--- config.mk ---
export PLATFORM = sky130hd
export DESIGN_NAME = ram_arbiter_flat
export DESIGN_NICKNAME = d
export VERILOG_FILES = /design/src/rtl/ram_pkg.sv /design/src/rtl/ram_arbiter_if.sv /design/src/rtl/rr_arbiter.sv /design/src/rtl/ram_arbiter.sv /design/src/flat_wrapper.sv
export SDC_FILE = /design/constraint.sdc
export NUM_CORES = 1
export LEC_CHECK = 0
export BUFFER_PORTS_ARGS = -buffer_cell sky130_fd_sc_hd__buf_2
export CORE_ASPECT_RATIO = 0.8
export CORE_MARGIN = 4
export CORE_UTILIZATION = 41
export CTS_BUF_LIST = sky130_fd_sc_hd__clkbuf_4 sky130_fd_sc_hd__clkbuf_8
export DETAILED_ROUTE_END_ITERATION = 8
export PLACE_DENSITY = 0.84
export SKIP_LAST_GASP = 1
export SLEW_MARGIN = 5
export SYNTH_ARGS = -nofsm -noshare
export SYNTH_HDL_FRONTEND = slang
export SYNTH_SLANG_ARGS = --single-unit
export TNS_END_PERCENT = 100
--- constraint.sdc ---
create_clock -name clk -period 4.6 [get_ports clk]
set_clock_uncertainty 0.05 [all_clocks]
set_input_delay 0.92 -clock clk [delete_from_list [all_inputs] [get_ports clk]]
set_output_delay 0.92 -clock clk [all_outputs]
set_load 0.02 [all_outputs]
--- src/rtl/ram_pkg.sv ---
// ram_pkg: shared RAM geometry and the arbiter FSM state type.
package ram_pkg;

    localparam int ADDR_WIDTH = 4;
    localparam int DATA_WIDTH = 8;
    localparam int DEPTH      = 12;

    localparam int              GRANT_CNT_WIDTH = 16;
    localparam logic [15:0]     GRANT_CNT_MAX   = 16'hFFFF;

    typedef enum logic [1:0] {
        IDLE   = 2'd0,
        ACCESS = 2'd1,
        RESP   = 2'd2
    } ram_arb_state_e;

endpackage

--- src/rtl/ram_arbiter_if.sv ---
// ram_arbiter_if: requester command bus, read return and RAM pin bundle.
// The master side is the client/RAM environment, the slave side is the arbiter.
interface ram_arbiter_if #(
    parameter int NUM_REQ    = 2,
    parameter int ADDR_WIDTH = ram_pkg::ADDR_WIDTH,
    parameter int DATA_WIDTH = ram_pkg::DATA_WIDTH
);

    logic [NUM_REQ-1:0]                 req;
    logic [NUM_REQ-1:0]                 req_we;
    logic [NUM_REQ-1:0][ADDR_WIDTH-1:0] req_addr;
    logic [NUM_REQ-1:0][DATA_WIDTH-1:0] req_wdata;
    logic [NUM_REQ-1:0]                 gnt;
    logic [NUM_REQ-1:0]                 rvalid;
    logic [DATA_WIDTH-1:0]              rdata;
    logic                               cs;
    logic                               we;
    logic                               oe;
    logic [ADDR_WIDTH-1:0]              addr;
    logic [DATA_WIDTH-1:0]              data_in;
    logic [DATA_WIDTH-1:0]              data_out;
    logic [NUM_REQ-1:0][15:0]           grant_cnt;

    modport slave (
        input  req, req_we, req_addr, req_wdata, data_out,
        output gnt, rvalid, rdata, cs, we, oe, addr, data_in, grant_cnt
    );

    modport master (
        output req, req_we, req_addr, req_wdata, data_out,
        input  gnt, rvalid, rdata, cs, we, oe, addr, data_in, grant_cnt
    );

endinterface

--- src/rtl/rr_arbiter.sv ---
// rr_arbiter: round-robin priority pick. The search starts one past `last`
// and wraps; the result is one-hot, or zero when disabled or nothing requests.
module rr_arbiter #(
    parameter int NUM_REQ = 2
) (
    input  logic [NUM_REQ-1:0]         req,
    input  logic [$clog2(NUM_REQ)-1:0] last,
    input  logic                       en,
    output logic [NUM_REQ-1:0]         gnt
);

    localparam int LW = $clog2(NUM_REQ);

    logic [LW:0]          shift;
    logic [NUM_REQ-1:0]   req_rot;
    logic [NUM_REQ-1:0]   gnt_rot;

    // Rotate so that last+1 sits at bit 0, keep the lowest set bit, rotate back.
    always_comb begin
        shift   = {1'b0, last} + (LW+1)'(1);
        req_rot = NUM_REQ'({req, req} >> shift);
        gnt_rot = req_rot & (~req_rot + NUM_REQ'(1));
        gnt     = en ? NUM_REQ'(({gnt_rot, gnt_rot} << shift) >> NUM_REQ) : '0;
    end

endmodule

--- src/rtl/ram_arbiter.sv ---
// ram_arbiter: shares one single-port RAM between NUM_REQ requesters.
// Commands are accepted round-robin, replayed on the registered RAM pins for
// one cycle, and reads return data_out one cycle later with an rvalid strobe.
// Addresses at or beyond DEPTH walk the same states without asserting cs.
// Optional feature: define RAM_ARB_PERF_EN for saturating per-requester
// grant counters; otherwise grant_cnt is tied to zero.
module ram_arbiter #(
    parameter int NUM_REQ    = 2,
    parameter int ADDR_WIDTH = ram_pkg::ADDR_WIDTH,
    parameter int DATA_WIDTH = ram_pkg::DATA_WIDTH,
    parameter int DEPTH      = ram_pkg::DEPTH
) (
    input  logic         clk,
    input  logic         rst_n,
    ram_arbiter_if.slave bus
);

    import ram_pkg::*;

    localparam int                  LW        = $clog2(NUM_REQ);
    localparam logic [LW-1:0]       LAST_RST  = LW'(NUM_REQ - 1);
    localparam logic [ADDR_WIDTH:0] DEPTH_LIM = (ADDR_WIDTH+1)'(DEPTH);

    ram_arb_state_e        state_q, state_d;
    logic [LW-1:0]         last_q, last_d;
    logic                  oor_q, oor_d;
    logic                  cs_q, cs_d;
    logic                  we_q, we_d;
    logic                  oe_q, oe_d;
    logic [ADDR_WIDTH-1:0] addr_q, addr_d;
    logic [DATA_WIDTH-1:0] data_in_q, data_in_d;

    logic                  arb_en;
    logic [NUM_REQ-1:0]    gnt;
    logic [LW-1:0]         win_idx;
    logic                  win_we;
    logic [ADDR_WIDTH-1:0] win_addr;
    logic [DATA_WIDTH-1:0] win_wdata;
    logic                  win_in_range;

    // Grants are offered only while idle and never while reset is asserted.
    assign arb_en = (state_q == IDLE) && rst_n;

    rr_arbiter #(.NUM_REQ(NUM_REQ)) u_rr (
        .req  (bus.req),
        .last (last_q),
        .en   (arb_en),
        .gnt  (gnt)
    );

    assign bus.gnt = gnt;

    // Select the winning requester's command fields from the one-hot grant.
    always_comb begin
        win_idx   = '0;
        win_we    = 1'b0;
        win_addr  = '0;
        win_wdata = '0;
        for (int i = 0; i < NUM_REQ; i++) begin
            if (gnt[i]) begin
                win_idx   = LW'(i);
                win_we    = bus.req_we[i];
                win_addr  = bus.req_addr[i];
                win_wdata = bus.req_wdata[i];
            end
        end
        win_in_range = ({1'b0, win_addr} < DEPTH_LIM);
    end

    // Next state and next RAM pin values; pins are idle unless entering ACCESS.
    always_comb begin
        state_d   = state_q;
        last_d    = last_q;
        oor_d     = oor_q;
        cs_d      = 1'b0;
        we_d      = 1'b0;
        oe_d      = 1'b0;
        addr_d    = '0;
        data_in_d = '0;
        case (state_q)
            IDLE: begin
                if (|gnt) begin
                    state_d   = ACCESS;
                    last_d    = win_idx;
                    oor_d     = !win_in_range;
                    cs_d      = win_in_range;
                    we_d      = win_we;
                    oe_d      = !win_we;
                    addr_d    = win_addr;
                    data_in_d = win_wdata;
                end
            end
            ACCESS: begin
                state_d = we_q ? IDLE : RESP;
            end
            RESP: begin
                state_d = IDLE;
            end
            default: begin
                state_d = IDLE;
            end
        endcase
    end

    // State, round-robin pointer and registered RAM pins.
    always_ff @(posedge clk or negedge rst_n) begin
        if (!rst_n) begin
            state_q   <= IDLE;
            last_q    <= LAST_RST;
            oor_q     <= 1'b0;
            cs_q      <= 1'b0;
            we_q      <= 1'b0;
            oe_q      <= 1'b0;
            addr_q    <= '0;
            data_in_q <= '0;
        end else begin
            state_q   <= state_d;
            last_q    <= last_d;
            oor_q     <= oor_d;
            cs_q      <= cs_d;
            we_q      <= we_d;
            oe_q      <= oe_d;
            addr_q    <= addr_d;
            data_in_q <= data_in_d;
        end
    end

    assign bus.cs      = cs_q;
    assign bus.we      = we_q;
    assign bus.oe      = oe_q;
    assign bus.addr    = addr_q;
    assign bus.data_in = data_in_q;

    // Read return: the owner is the last granted requester; out-of-range reads give zero.
    always_comb begin
        bus.rvalid = '0;
        bus.rdata  = '0;
        if (state_q == RESP) begin
            bus.rvalid = {{(NUM_REQ-1){1'b0}}, 1'b1} << last_q;
            if (!oor_q) begin
                bus.rdata = bus.data_out;
            end
        end
    end

`ifdef RAM_ARB_PERF_EN
    logic [NUM_REQ-1:0][GRANT_CNT_WIDTH-1:0] cnt_q, cnt_d;

    // Saturating count of grants per requester.
    always_comb begin
        cnt_d = cnt_q;
        for (int i = 0; i < NUM_REQ; i++) begin
            if (gnt[i] && (cnt_q[i] != GRANT_CNT_MAX)) begin
                cnt_d[i] = cnt_q[i] + 16'd1;
            end
        end
    end

    // Grant counter registers.
    always_ff @(posedge clk or negedge rst_n) begin
        if (!rst_n) begin
            cnt_q <= '0;
        end else begin
            cnt_q <= cnt_d;
        end
    end

    assign bus.grant_cnt = cnt_q;
`else
    assign bus.grant_cnt = '0;
`endif

endmodule

--- src/flat_wrapper.sv ---
// flat-port wrapper written by rule: the top's interface ports become plain ports
module ram_arbiter_flat import ram_pkg::*;
#(
    parameter int NUM_REQ    = 2,
    parameter int ADDR_WIDTH = ram_pkg::ADDR_WIDTH,
    parameter int DATA_WIDTH = ram_pkg::DATA_WIDTH,
    parameter int DEPTH      = ram_pkg::DEPTH
)
  (clk, rst_n, bus_req, bus_req_we, bus_req_addr, bus_req_wdata, bus_data_out, bus_gnt, bus_rvalid, bus_rdata, bus_cs, bus_we, bus_oe, bus_addr, bus_data_in, bus_grant_cnt);
  ram_arbiter_if #(.NUM_REQ(NUM_REQ), .ADDR_WIDTH(ADDR_WIDTH), .DATA_WIDTH(DATA_WIDTH)) bus_i ();
  input  logic clk;
  input  logic rst_n;
  input wire logic [$bits(bus_i.req)-1:0] bus_req;
  input wire logic [$bits(bus_i.req_we)-1:0] bus_req_we;
  input wire logic [$bits(bus_i.req_addr)-1:0] bus_req_addr;
  input wire logic [$bits(bus_i.req_wdata)-1:0] bus_req_wdata;
  input wire logic [$bits(bus_i.data_out)-1:0] bus_data_out;
  output wire logic [$bits(bus_i.gnt)-1:0] bus_gnt;
  output wire logic [$bits(bus_i.rvalid)-1:0] bus_rvalid;
  output wire logic [$bits(bus_i.rdata)-1:0] bus_rdata;
  output wire logic [$bits(bus_i.cs)-1:0] bus_cs;
  output wire logic [$bits(bus_i.we)-1:0] bus_we;
  output wire logic [$bits(bus_i.oe)-1:0] bus_oe;
  output wire logic [$bits(bus_i.addr)-1:0] bus_addr;
  output wire logic [$bits(bus_i.data_in)-1:0] bus_data_in;
  output wire logic [$bits(bus_i.grant_cnt)-1:0] bus_grant_cnt;
  assign bus_i.req = bus_req;
  assign bus_i.req_we = bus_req_we;
  assign bus_i.req_addr = bus_req_addr;
  assign bus_i.req_wdata = bus_req_wdata;
  assign bus_i.data_out = bus_data_out;
  assign bus_gnt = bus_i.gnt;
  assign bus_rvalid = bus_i.rvalid;
  assign bus_rdata = bus_i.rdata;
  assign bus_cs = bus_i.cs;
  assign bus_we = bus_i.we;
  assign bus_oe = bus_i.oe;
  assign bus_addr = bus_i.addr;
  assign bus_data_in = bus_i.data_in;
  assign bus_grant_cnt = bus_i.grant_cnt;
  ram_arbiter #(.NUM_REQ(NUM_REQ), .ADDR_WIDTH(ADDR_WIDTH), .DATA_WIDTH(DATA_WIDTH), .DEPTH(DEPTH)) u_core (.clk(clk), .rst_n(rst_n), .bus(bus_i));
endmodule
==> qor.yml <==
status: "finished, final reports clean"
hold_viol_final: 0
setup_slack_ns: 1.174
ff_latch_area_um2: 476.7
internal-power_uw: 320.8
grt_use_total_pct: 12.81
synth_area_mm2: 0.001067
p_sw_uw: 193.5
syn2layout_area_growth_pct: 21.22
cts.path.max_buffers: 2
synth-seq-cells: 19
postRouteWirelength_um: 2404
grt_pass1_vias: 787
synth_seq_area_share_pct: 44.67
grt_pass1_wl_um: 3429
fin_area_mm2: 0.001294
rsz0062_at_grt: "false"
drive_above_1_share_pct: 45.34
crit_type: "input port to primary output"
drv_slew: 0
path_buf_inv: 2
diodes: 0
overflow: 0
fp.dieH_um: 53.64
finalSetupViolCount: 0
multi_input_area_um2: 417.9
clk_transition_reported_paths_ns: 0.10
n_fill_cell: 219
portBuffers: 64
yosysUniqueCellTypes: 22
start_kind: "input port"
core-area_mm2: 0.002462
power_frac_clock_pct: 16.7
synth_warnings: 0
fin_nets: 200
cp-end-kind: "primary output"
critPathTopFamily: "simple AND/OR/NAND/NOR gates"
cts_resized: 0
period_minus_slack_ns: 3.426
fin_setup_tns_ns: 0
tightest_slew_ns: 0.6084
power_leakage_uw: 0.0007983
hold_class: "flip-flop to flip-flop"
synth_cells: 99
syn-mean-instance-area_um2: 10.78
die_area_mm2: 0.003488
slowest_delay_ns: 0.59
antenna_found_initial: 0
drtPass1Iterations: 4
crit_path_frequent_cell: "buf_2"
pwr-share-comb_pct: 39.7
vias: 852
place_area_mm2: 0.001264
power_density_mw_per_mm2: 397.5
cts.sinks: 19
cp_slowest_cell: "and3_1"
drt_iter0_markers: 38
routed_via_density: 4.325
pwr-share-seq_pct: 43.6
max_cap_violations: 0
cp_cell_sequence: "buf_2 > nor3b_2 > and3_1 > buf_2"
holdBufCountCts: 0
timing.fmax_mhz: 291.9
postCtsSetupBuffers: 0
slew_headroom_pct: 59.44
switching_share_pct: 37.63
ctsHtreeMaxLevel: 1
io_pins: 97
insertion_delay_ns: 0.28
ir_worst_vdd_mv: 0.1306
cts_buffers: 3
rows: 16
initial_utilization_pct: 43.34
critical_path_arrival_ns: 2.46
cp_max_fo: 20
clock-root-buffer: "clkbuf_4"
grt_max_degree: 21
gp_congestion: 0.7491
cp.required_ns: 3.63
place_ws_ns: 1.160
wl_per_cell_um: 12.20
remaining_drc_errors: 0
die_w_um: 65.04
synth_top_area_cell: "dfrtp_1"
power.total_uw: 514.3
cts_tree: "built"
period_share_pct: 74.48
synthTopCellsByArea: "dfrtp_1 (42%), buf_4 (25%), a22o_1 (11%)"
synth_top_area_share_pct: 42.20
dp_hpwl_um: 2002
antenna_left: 0
[per-stage QoR]
step	instances	hold slack (ns)	utilization (%)
after floorplan	130	0.4037	-
final	197	0.4103	52.54
after CTS	197	0.4181	52.54
after global routing	197	0.4367	52.54
after global placement	193	0.3890	51.32
after detailed placement	193	0.4040	51.32
[cell type report]
| cell class | count | share of cell area [%] |
|---|---|---|
| clock buffers | 4 | 2.321 |
| flip-flops and latches | 19 | 36.85 |
| multi-input cells | 73 | 32.30 |
| well taps | 36 | 3.482 |
| repair buffers | 64 | 24.76 |
| inverters | 1 | 0.2901 |
[final timing paths]
kind	slack, ns	end	from	cells past startpoint
worst max-delay path	1.17	bus_gnt[1]	rst_n	4
worst min-delay path	0.41	u_core.state_q[1]$_DFFE_PN0P_	u_core.bus.we$_DFF_PN0_	1
worst max register to register	2.81	u_core.oor_q$_DFFE_PN0P_	u_core.state_q[0]$_DFFE_PN0P_	4
worst min register to register	0.41	u_core.state_q[1]$_DFFE_PN0P_	u_core.bus.we$_DFF_PN0_	1
max in group asynchronous	3.68	u_core.last_q$_DFFE_PN1P_	rst_n	1
min in group asynchronous	0.50	u_core.bus.addr[0]$_DFF_PN0_	rst_n	1
[power groups by stage]
stage / clock network (uW) / logic [uW] / registers, uW
global placement: 0 / 199 / 227
floorplan: 0 / 141 / 252
CTS: 88.2 / 205 / 225
global route: 98.3 / 221 / 229
finish: 85.9 / 204 / 224
detailed placement: 0 / 204 / 228
[layout by cell type (no fill, tap or decap)]
master    instances
a21oi_1           1
dfstp_2           1
nand2b_4          1
nor2b_1           1
and3_1            1
nand2_1           2
nand2b_1          1
buf_2            64
nor2_1            6
dfrtp_1          18
clkbuf_4          4
conb_1           32
or2_4             1
inv_1             1
nor3b_2           1
and3b_1           1
and2_1            8
a22o_1           13
and3_4            1
a41oi_1           1
o22a_1            1
nor3b_1           1
[metal layers]
metal / global-route usage (%) / vias up / share of wire (%)
met1: 13.10 / 397 / 32
met3: 2.923 / 4 / 13
met2: 24.96 / 59 / 53
met5: 0 / - / 0
li1: - / 392 / -
met4: 6.552 / 0 / 1.7
[cells by family after synthesis]
kind of cell | share of synthesized area, %
and+or+nand+nor | 15.12
DFF | 44.67
buffers and inverters | 27.08
other | 0.3514
AOI/OAI and AO/OA | 12.78
[synthesized netlist by cell type, drive strengths merged]
library cell	n
a21oi	1
a22o	13
a41oi	1
and2	8
and3	2
and3b	1
buf	37
conb	1
dfrtp	18
dfstp	1
inv	1
nand2	2
nand2b	2
nor2	6
nor2b	1
nor3b	2
o22a	1
or2	1
[registers in the layout, summed over array words and instances (netlist names)]
| signal | cells |
|---|---|
| u_core.oor_q | 1 |
| u_core.bus.oe | 1 |
| u_core.bus.addr | 4 |
| u_core.bus.data_in | 8 |
| u_core.last_q | 1 |
| u_core.bus.cs | 1 |
| u_core.bus.we | 1 |
| u_core.state_q | 2 |
(Power assumes the default switching activity.)
